`src/rtl/btb_assoc.sv`:
```
// Set-associative branch target buffer with true-LRU replacement and saturating
// direction counters; combinational lookup with same-cycle update bypass.
module btb_assoc #(
    parameter int unsigned ADDR_W   = 32,
    parameter int unsigned NUM_SETS = 8,
    parameter int unsigned NUM_WAYS = 2,
    parameter int unsigned CTR_W    = 2
) (
    input  logic              clk,
    input  logic              rst,
    input  logic [ADDR_W-1:0] PC,
    input  logic              update,
    input  logic [ADDR_W-1:0] updatePC,
    input  logic [ADDR_W-1:0] updateTarget,
    input  logic              updateTaken,
    input  logic              flush,
    output logic              valid,
    output logic [ADDR_W-1:0] target,
    output logic              predictedTaken,
    output logic              evict
);

    localparam int unsigned IDX_W = $clog2(NUM_SETS);
    localparam int unsigned WAY_W = $clog2(NUM_WAYS);
    localparam int unsigned TAG_W = ADDR_W - IDX_W - 2;

    localparam logic [CTR_W-1:0] CTR_MAX = '1;
    localparam logic [CTR_W-1:0] CTR_WT  = CTR_W'(1 << (CTR_W - 1));
    localparam logic [CTR_W-1:0] CTR_WNT = CTR_W'((1 << (CTR_W - 1)) - 1);
    localparam logic [WAY_W-1:0] AGE_LRU = WAY_W'(NUM_WAYS - 1);

    logic              r_valid  [NUM_SETS][NUM_WAYS];
    logic [TAG_W-1:0]  r_tag    [NUM_SETS][NUM_WAYS];
    logic [ADDR_W-1:0] r_target [NUM_SETS][NUM_WAYS];
    logic [CTR_W-1:0]  r_ctr    [NUM_SETS][NUM_WAYS];
    logic [WAY_W-1:0]  r_age    [NUM_SETS][NUM_WAYS];

    logic [IDX_W-1:0]  w_lk_idx;
    logic [TAG_W-1:0]  w_lk_tag;
    logic [IDX_W-1:0]  w_up_idx;
    logic [TAG_W-1:0]  w_up_tag;

    logic              w_lk_hit;
    logic [ADDR_W-1:0] w_lk_target;
    logic [CTR_W-1:0]  w_lk_ctr;

    logic              w_up_hit;
    logic [WAY_W-1:0]  w_up_hit_way;
    logic              w_free_found;
    logic [WAY_W-1:0]  w_free_way;
    logic [WAY_W-1:0]  w_lru_way;
    logic [WAY_W-1:0]  w_way;
    logic [CTR_W-1:0]  w_old_ctr;
    logic [ADDR_W-1:0] w_old_target;
    logic [WAY_W-1:0]  w_touched_age;
    logic [CTR_W-1:0]  w_new_ctr;
    logic [ADDR_W-1:0] w_new_target;
    logic [WAY_W-1:0]  w_new_age [NUM_WAYS];
    logic              w_bypass;
    logic              w_unused;

    assign w_lk_idx = PC[IDX_W+1:2];
    assign w_lk_tag = PC[ADDR_W-1:IDX_W+2];
    assign w_up_idx = updatePC[IDX_W+1:2];
    assign w_up_tag = updatePC[ADDR_W-1:IDX_W+2];
    assign w_unused = ^{PC[1:0], updatePC[1:0]};

    // Fetch-side tag match across the indexed set
    always_comb begin
        w_lk_hit    = 1'b0;
        w_lk_target = '0;
        w_lk_ctr    = '0;
        for (int w = 0; w < NUM_WAYS; w++) begin
            if (r_valid[w_lk_idx][w] && (r_tag[w_lk_idx][w] == w_lk_tag)) begin
                w_lk_hit    = 1'b1;
                w_lk_target = r_target[w_lk_idx][w];
                w_lk_ctr    = r_ctr[w_lk_idx][w];
            end
        end
    end

    // Update-side way selection: hit way, else lowest free way, else LRU way
    always_comb begin
        w_up_hit     = 1'b0;
        w_up_hit_way = '0;
        w_free_found = 1'b0;
        w_free_way   = '0;
        w_lru_way    = '0;
        for (int w = NUM_WAYS - 1; w >= 0; w--) begin
            if (r_valid[w_up_idx][w] && (r_tag[w_up_idx][w] == w_up_tag)) begin
                w_up_hit     = 1'b1;
                w_up_hit_way = WAY_W'(w);
            end
            if (!r_valid[w_up_idx][w]) begin
                w_free_found = 1'b1;
                w_free_way   = WAY_W'(w);
            end
            if (r_age[w_up_idx][w] == AGE_LRU) begin
                w_lru_way = WAY_W'(w);
            end
        end
        if (w_up_hit) begin
            w_way = w_up_hit_way;
        end else if (w_free_found) begin
            w_way = w_free_way;
        end else begin
            w_way = w_lru_way;
        end
    end

    // Post-update entry contents and LRU ages for the touched set
    always_comb begin
        w_old_ctr     = r_ctr[w_up_idx][w_way];
        w_old_target  = r_target[w_up_idx][w_way];
        w_touched_age = r_age[w_up_idx][w_way];
        w_new_ctr     = updateTaken ? CTR_WT : CTR_WNT;
        w_new_target  = updateTarget;
        if (w_up_hit) begin
            if (updateTaken) begin
                w_new_ctr = (w_old_ctr == CTR_MAX) ? CTR_MAX : w_old_ctr + CTR_W'(1);
            end else begin
                w_new_ctr    = (w_old_ctr == '0) ? '0 : w_old_ctr - CTR_W'(1);
                w_new_target = w_old_target;
            end
        end
        for (int w = 0; w < NUM_WAYS; w++) begin
            w_new_age[w] = r_age[w_up_idx][w];
            if (WAY_W'(w) == w_way) begin
                w_new_age[w] = '0;
            end else if (r_age[w_up_idx][w] < w_touched_age) begin
                w_new_age[w] = r_age[w_up_idx][w] + WAY_W'(1);
            end
        end
    end

    assign w_bypass = update && !flush && (updatePC[ADDR_W-1:2] == PC[ADDR_W-1:2]);

    // Prediction outputs, with the in-flight update taking priority on a PC match
    always_comb begin
        valid          = 1'b0;
        target         = '0;
        predictedTaken = 1'b0;
        evict          = 1'b0;
        if (!rst) begin
            evict = update && !flush && !w_up_hit && !w_free_found;
            if (w_bypass) begin
                valid          = 1'b1;
                target         = w_new_target;
                predictedTaken = w_new_ctr[CTR_W-1];
            end else if (w_lk_hit) begin
                valid          = 1'b1;
                target         = w_lk_target;
                predictedTaken = w_lk_ctr[CTR_W-1];
            end
        end
    end

    // Entry and age storage; flush keeps targets/tags but clears everything else
    always_ff @(posedge clk or posedge rst) begin
        if (rst) begin
            for (int s = 0; s < NUM_SETS; s++) begin
                for (int w = 0; w < NUM_WAYS; w++) begin
                    r_valid[s][w]  <= 1'b0;
                    r_tag[s][w]    <= '0;
                    r_target[s][w] <= '0;
                    r_ctr[s][w]    <= '0;
                    r_age[s][w]    <= WAY_W'(w);
                end
            end
        end else if (flush) begin
            for (int s = 0; s < NUM_SETS; s++) begin
                for (int w = 0; w < NUM_WAYS; w++) begin
                    r_valid[s][w] <= 1'b0;
                    r_ctr[s][w]   <= '0;
                    r_age[s][w]   <= WAY_W'(w);
                end
            end
        end else if (update) begin
            r_valid[w_up_idx][w_way]  <= 1'b1;
            r_tag[w_up_idx][w_way]    <= w_up_tag;
            r_target[w_up_idx][w_way] <= w_new_target;
            r_ctr[w_up_idx][w_way]    <= w_new_ctr;
            for (int w = 0; w < NUM_WAYS; w++) begin
                r_age[w_up_idx][w] <= w_new_age[w];
            end
        end
    end

endmodule

```
`config.mk`:
```
export PLATFORM = sky130hd
export DESIGN_NAME = btb_assoc
export DESIGN_NICKNAME = d
export VERILOG_FILES = /design/src/rtl/btb_assoc.sv
export SDC_FILE = /design/constraint.sdc
export NUM_CORES = 2
export LEC_CHECK = 0
export BUFFER_PORTS_ARGS = -buffer_cell sky130_fd_sc_hd__clkbuf_2
export CAP_MARGIN = 40
export CORE_ASPECT_RATIO = 0.5
export CORE_MARGIN = 2
export CORE_UTILIZATION = 50
export DETAILED_ROUTE_END_ITERATION = 8
export PLACE_DENSITY = 0.68
export RECOVER_POWER = 50
export SYNTH_ARGS = -nofsm -noshare
export SYNTH_HDL_FRONTEND = slang
export SYNTH_SLANG_ARGS = --single-unit
```
`constraint.sdc`:
```
create_clock -name clk -period 41.5 [get_ports clk]
set_input_delay 4.15 -clock clk [delete_from_list [all_inputs] [get_ports clk]]
set_output_delay 4.15 -clock clk [all_outputs]
set_load 0.02 [all_outputs]
```
==> results.sh <==
export IMPL_run_status="complete, but fails checks"
export IMPL_violated_checks="max-capacitance violations, max-slew violations"
export IMPL_cts_setup_buffers=0
export IMPL_p_per_area_nw_per_um2=47.7
export IMPL_post_layout_total_power_mw=2.87
export IMPL_die_area_um2=113000
export IMPL_intPower_mw=2.05
export IMPL_final_common_cell="sky130_fd_sc_hd__dfrtp_1"
export IMPL_combinational_power_share=0.206
export IMPL_synth_cell_type_count=69
export IMPL_hold_viol=0
export IMPL_final_setup_tns_ns=0
export IMPL_ys_warn_count=0
export IMPL_grt_pass1_wl_um=273000
export IMPL_synth_edff_count=0
export IMPL_actual_slew_at_the_worst_max_slew_pin_ns=9.09
export IMPL_antenna_left=0
export IMPL_dp_slack_ns=26.73
export IMPL_grt_antenna_before_repair=9
export IMPL_postSynthRegisterBits=1008
export IMPL_drv_max_cap_violation_count=18
export IMPL_peak_vdd_ir_uv=36.9
export IMPL_layout_filler_cells=8786
export IMPL_core_area_um2=108000
export IMPL_post_route_drc_count=0
export IMPL_total_via_count_in_the_routed_design=41142
export IMPL_io_buffer_count=131
export IMPL_postSynth_topFlopCell="sky130_fd_sc_hd__dfrtp_1"
export IMPL_cts_root_buf="sky130_fd_sc_hd__clkbuf_16"
export IMPL_globalRouteOverflowTotal=0
export IMPL_clock_path_buffers=3
export IMPL_global_route_usage_total=0.324
export IMPL_synth_avg_cell_area_um2=12.3
export IMPL_hp_class="reg -> reg"
export IMPL_grt_setup_unrepaired="false"
export IMPL_clock_slew_at_the_register_clock_pins_of_the_worst_setup_and_hold_paths_ns=0.06
export IMPL_placement_rows=85
export IMPL_routedWlPerCell_um=31.0
export IMPL_drive_above_1_share=0.347
export IMPL_timing_clock_skew_ns=0.0356
export IMPL_final_min_period_over_clock_period=0.527
export IMPL_dpl_hpwl_um=108000
export IMPL_slew_limit_headroom=-5.06
export IMPL_nets=4491
export IMPL_via_per_inst=6.96
export IMPL_synth_simple_area_share=0.0581
export IMPL_route_final_wire_length_um=183000
export IMPL_synthXorXnorAreaFrac=0.0199
export IMPL_final_max_slew_viol_count=1166
export IMPL_clock_power_share=0.334
export IMPL_timing_critical_path_from_type="primary input"
export IMPL_switching_share=0.287
export IMPL_hold_buffers=0
export IMPL_die_y_um=238
export IMPL_initial_core_util=0.508
export IMPL_top_level_ports=136
export IMPL_share_seq_of_total_power=0.460
export IMPL_muxShareOfSynthArea=0.333
export IMPL_max_clock_freq_mhz=45.8
export IMPL_power_net_switching_uw=825
export IMPL_gp_congestion=0.965
export IMPL_cts_buffers_inserted=96
export IMPL_cts_sinks=1008
export IMPL_power_leakage_nw=26.2
export IMPL_first_global_vias=41651
export IMPL_main_combinational_cell_family_by_area_after_synthesis="multiplexers"
export IMPL_tritoncts_clock_tree="done"
export IMPL_first_pass_detailed_route_iteration_total=6
export IMPL_synth_seq_area_share=0.459
export IMPL_synth_compound_area_frac=0.0948
export IMPL_deepest_level_of_the_cts_h_tree=3
export IMPL_synth_fa_ha_area_frac=0
export IMPL_timing_final_setup_violations=0
export IMPL_synth_area_um2=55000
export IMPL_mostFrequentLayoutCells="sky130_fd_sc_hd__dfrtp_1, sky130_fd_sc_hd__mux2_2, sky130_fd_sc_hd__o21ai_0, sky130_fd_sc_hd__nand2_1, sky130_fd_sc_hd__mux4_2"
export IMPL_syn_nets=4572
export IMPL_arrival_ns=17.71
export IMPL_floorplan_die_width_um=473
export IMPL_cts_resized=0
export IMPL_min_path_cells=1
export IMPL_drt_first_iter_violations=5401
export IMPL_crit_required_ns=37.35
export IMPL_area_delta_synth_final_pct=9.63
export IMPL_postSynth_asyncResetShare=1.00
export IMPL_netlist_instances=4471
export IMPL_register_to_register_path_depth=12
export IMPL_insertion_delay_ns=0.71
export IMPL_criticalPathCategory="in -> out"
export IMPL_post_route_min_period_ns=21.86
export IMPL_worstPathMaxFanout=53
export IMPL_whs_ns=0.501
export IMPL_largest_net_degree_at_the_start_of_global_routing=176
export IMPL_endpoint_kind="output pin"
export IMPL_setup_slack_ns=19.64
## state kept, by name (all words and copies together) (netlist names)
| register | count |
|---|---|
| r_ctr | 32 |
| r_tag | 432 |
| r_target | 512 |
| r_valid | 16 |
| r_age | 16 |
## synthesized netlist by cell type (all sizes together), types with 16 or more instances
cell type  count  area share
a21oi         35      0.0032
a22oi         20      0.0027
buf          179       0.017
clkbuf       252       0.017
dfrtp       1000        0.46
inv           23      0.0016
mux2         782        0.16
mux2i        266       0.049
mux4         301        0.12
nand2        350       0.024
nand3         45      0.0041
nand4         27      0.0031
nor2         104      0.0073
nor3          52      0.0047
nor4          58      0.0066
o21ai        399       0.036
o221a         30      0.0061
o221ai        54      0.0086
o22ai        179       0.020
o32ai         16      0.0025
xnor2         60      0.0096
xor2          65       0.010
## through the flow
step	instances	util	area, um2
6_report	5907	0.557	60300
5_1_grt	5906	0.557	60300
4_1_cts	5904	0.559	60500
3_5_place_dp	5727	0.527	57100
3_3_place_gp	5693	0.522	56500
2_1_floorplan	4471	-	55000
## power groups by stage
stage                     clock network, mW  registers (mW)  logic [mW]
final                                 0.959            1.32       0.592
after CTS                             0.967            1.31       0.590
after global placement                    0            1.32       0.564
after global routing                   1.01            1.34       0.638
after floorplan                           0            1.29       0.457
after detailed placement                  0            1.33       0.587
## worst paths after layout
path | startpoint | to | slack, ns
worst max-delay path | updatePC[4] | target[5] | 19.64
worst min-delay path | r_valid[4]$_DFFE_PP0P_ | r_valid[4]$_DFFE_PP0P_ | 0.50
worst max register to register | r_tag[351]$_DFFE_PP0P_ | r_target[375]$_DFFE_PP0P_ | 34.84
worst min register to register | r_valid[4]$_DFFE_PP0P_ | r_valid[4]$_DFFE_PP0P_ | 0.50
max in group asynchronous | rst | r_valid[4]$_DFFE_PP0P_ | 21.95
min in group asynchronous | rst | r_target[268]$_DFFE_PP0P_ | 4.83
## logic make-up after synthesis
logic type / Yosys count
AND/OR/NAND/NOR: 702
flip-flops: 1008
XOR/XNOR: 125
buffers and inverters: 455
AO/OA/AOI/OAI: 832
multiplexers: 1349
## critical path: stages
cell                       delay [ns]
sky130_fd_sc_hd__clkbuf_1        2.58
sky130_fd_sc_hd__clkbuf_1        0.82
sky130_fd_sc_hd__clkbuf_1        2.58
sky130_fd_sc_hd__clkbuf_1        2.12
sky130_fd_sc_hd__nand2_1         0.79
sky130_fd_sc_hd__o22ai_1         0.54
sky130_fd_sc_hd__or3_1           0.19
sky130_fd_sc_hd__nand4_1         0.26
sky130_fd_sc_hd__nor4_1          0.31
sky130_fd_sc_hd__nand4_1         0.41
sky130_fd_sc_hd__o31ai_1         0.37
sky130_fd_sc_hd__nand2b_2        0.08
sky130_fd_sc_hd__buf_4           0.33
sky130_fd_sc_hd__nand2_2         0.12
sky130_fd_sc_hd__buf_4           0.59
sky130_fd_sc_hd__nor2_1          0.10
sky130_fd_sc_hd__nor4_1          0.82
sky130_fd_sc_hd__clkbuf_2        0.32
## metal layers
metal  wire length (um)  track usage  part of all wire  vias to the layer above
li1                   -            -                 -                    16730
met1              72100        0.440              0.39                    21244
met2              82000        0.494              0.45                     2564
met3              19200       0.0736              0.10                      594
met4               9620        0.160             0.053                       10
met5                 71            0           0.00039                        -
## cell type report
cell class	count	area [um2]	area share
inverter	24	91.3	0.00152
clock inverter	33	539	0.00895
multi-input combinational	3008	27900	0.464
tap	1435	1800	0.0298
sequential	1008	25200	0.419
clock buffer	144	2850	0.0472
antenna	3	7.51	0.000125
timing repair buffer	252	1830	0.0303
(Power assumes the default switching activity.)
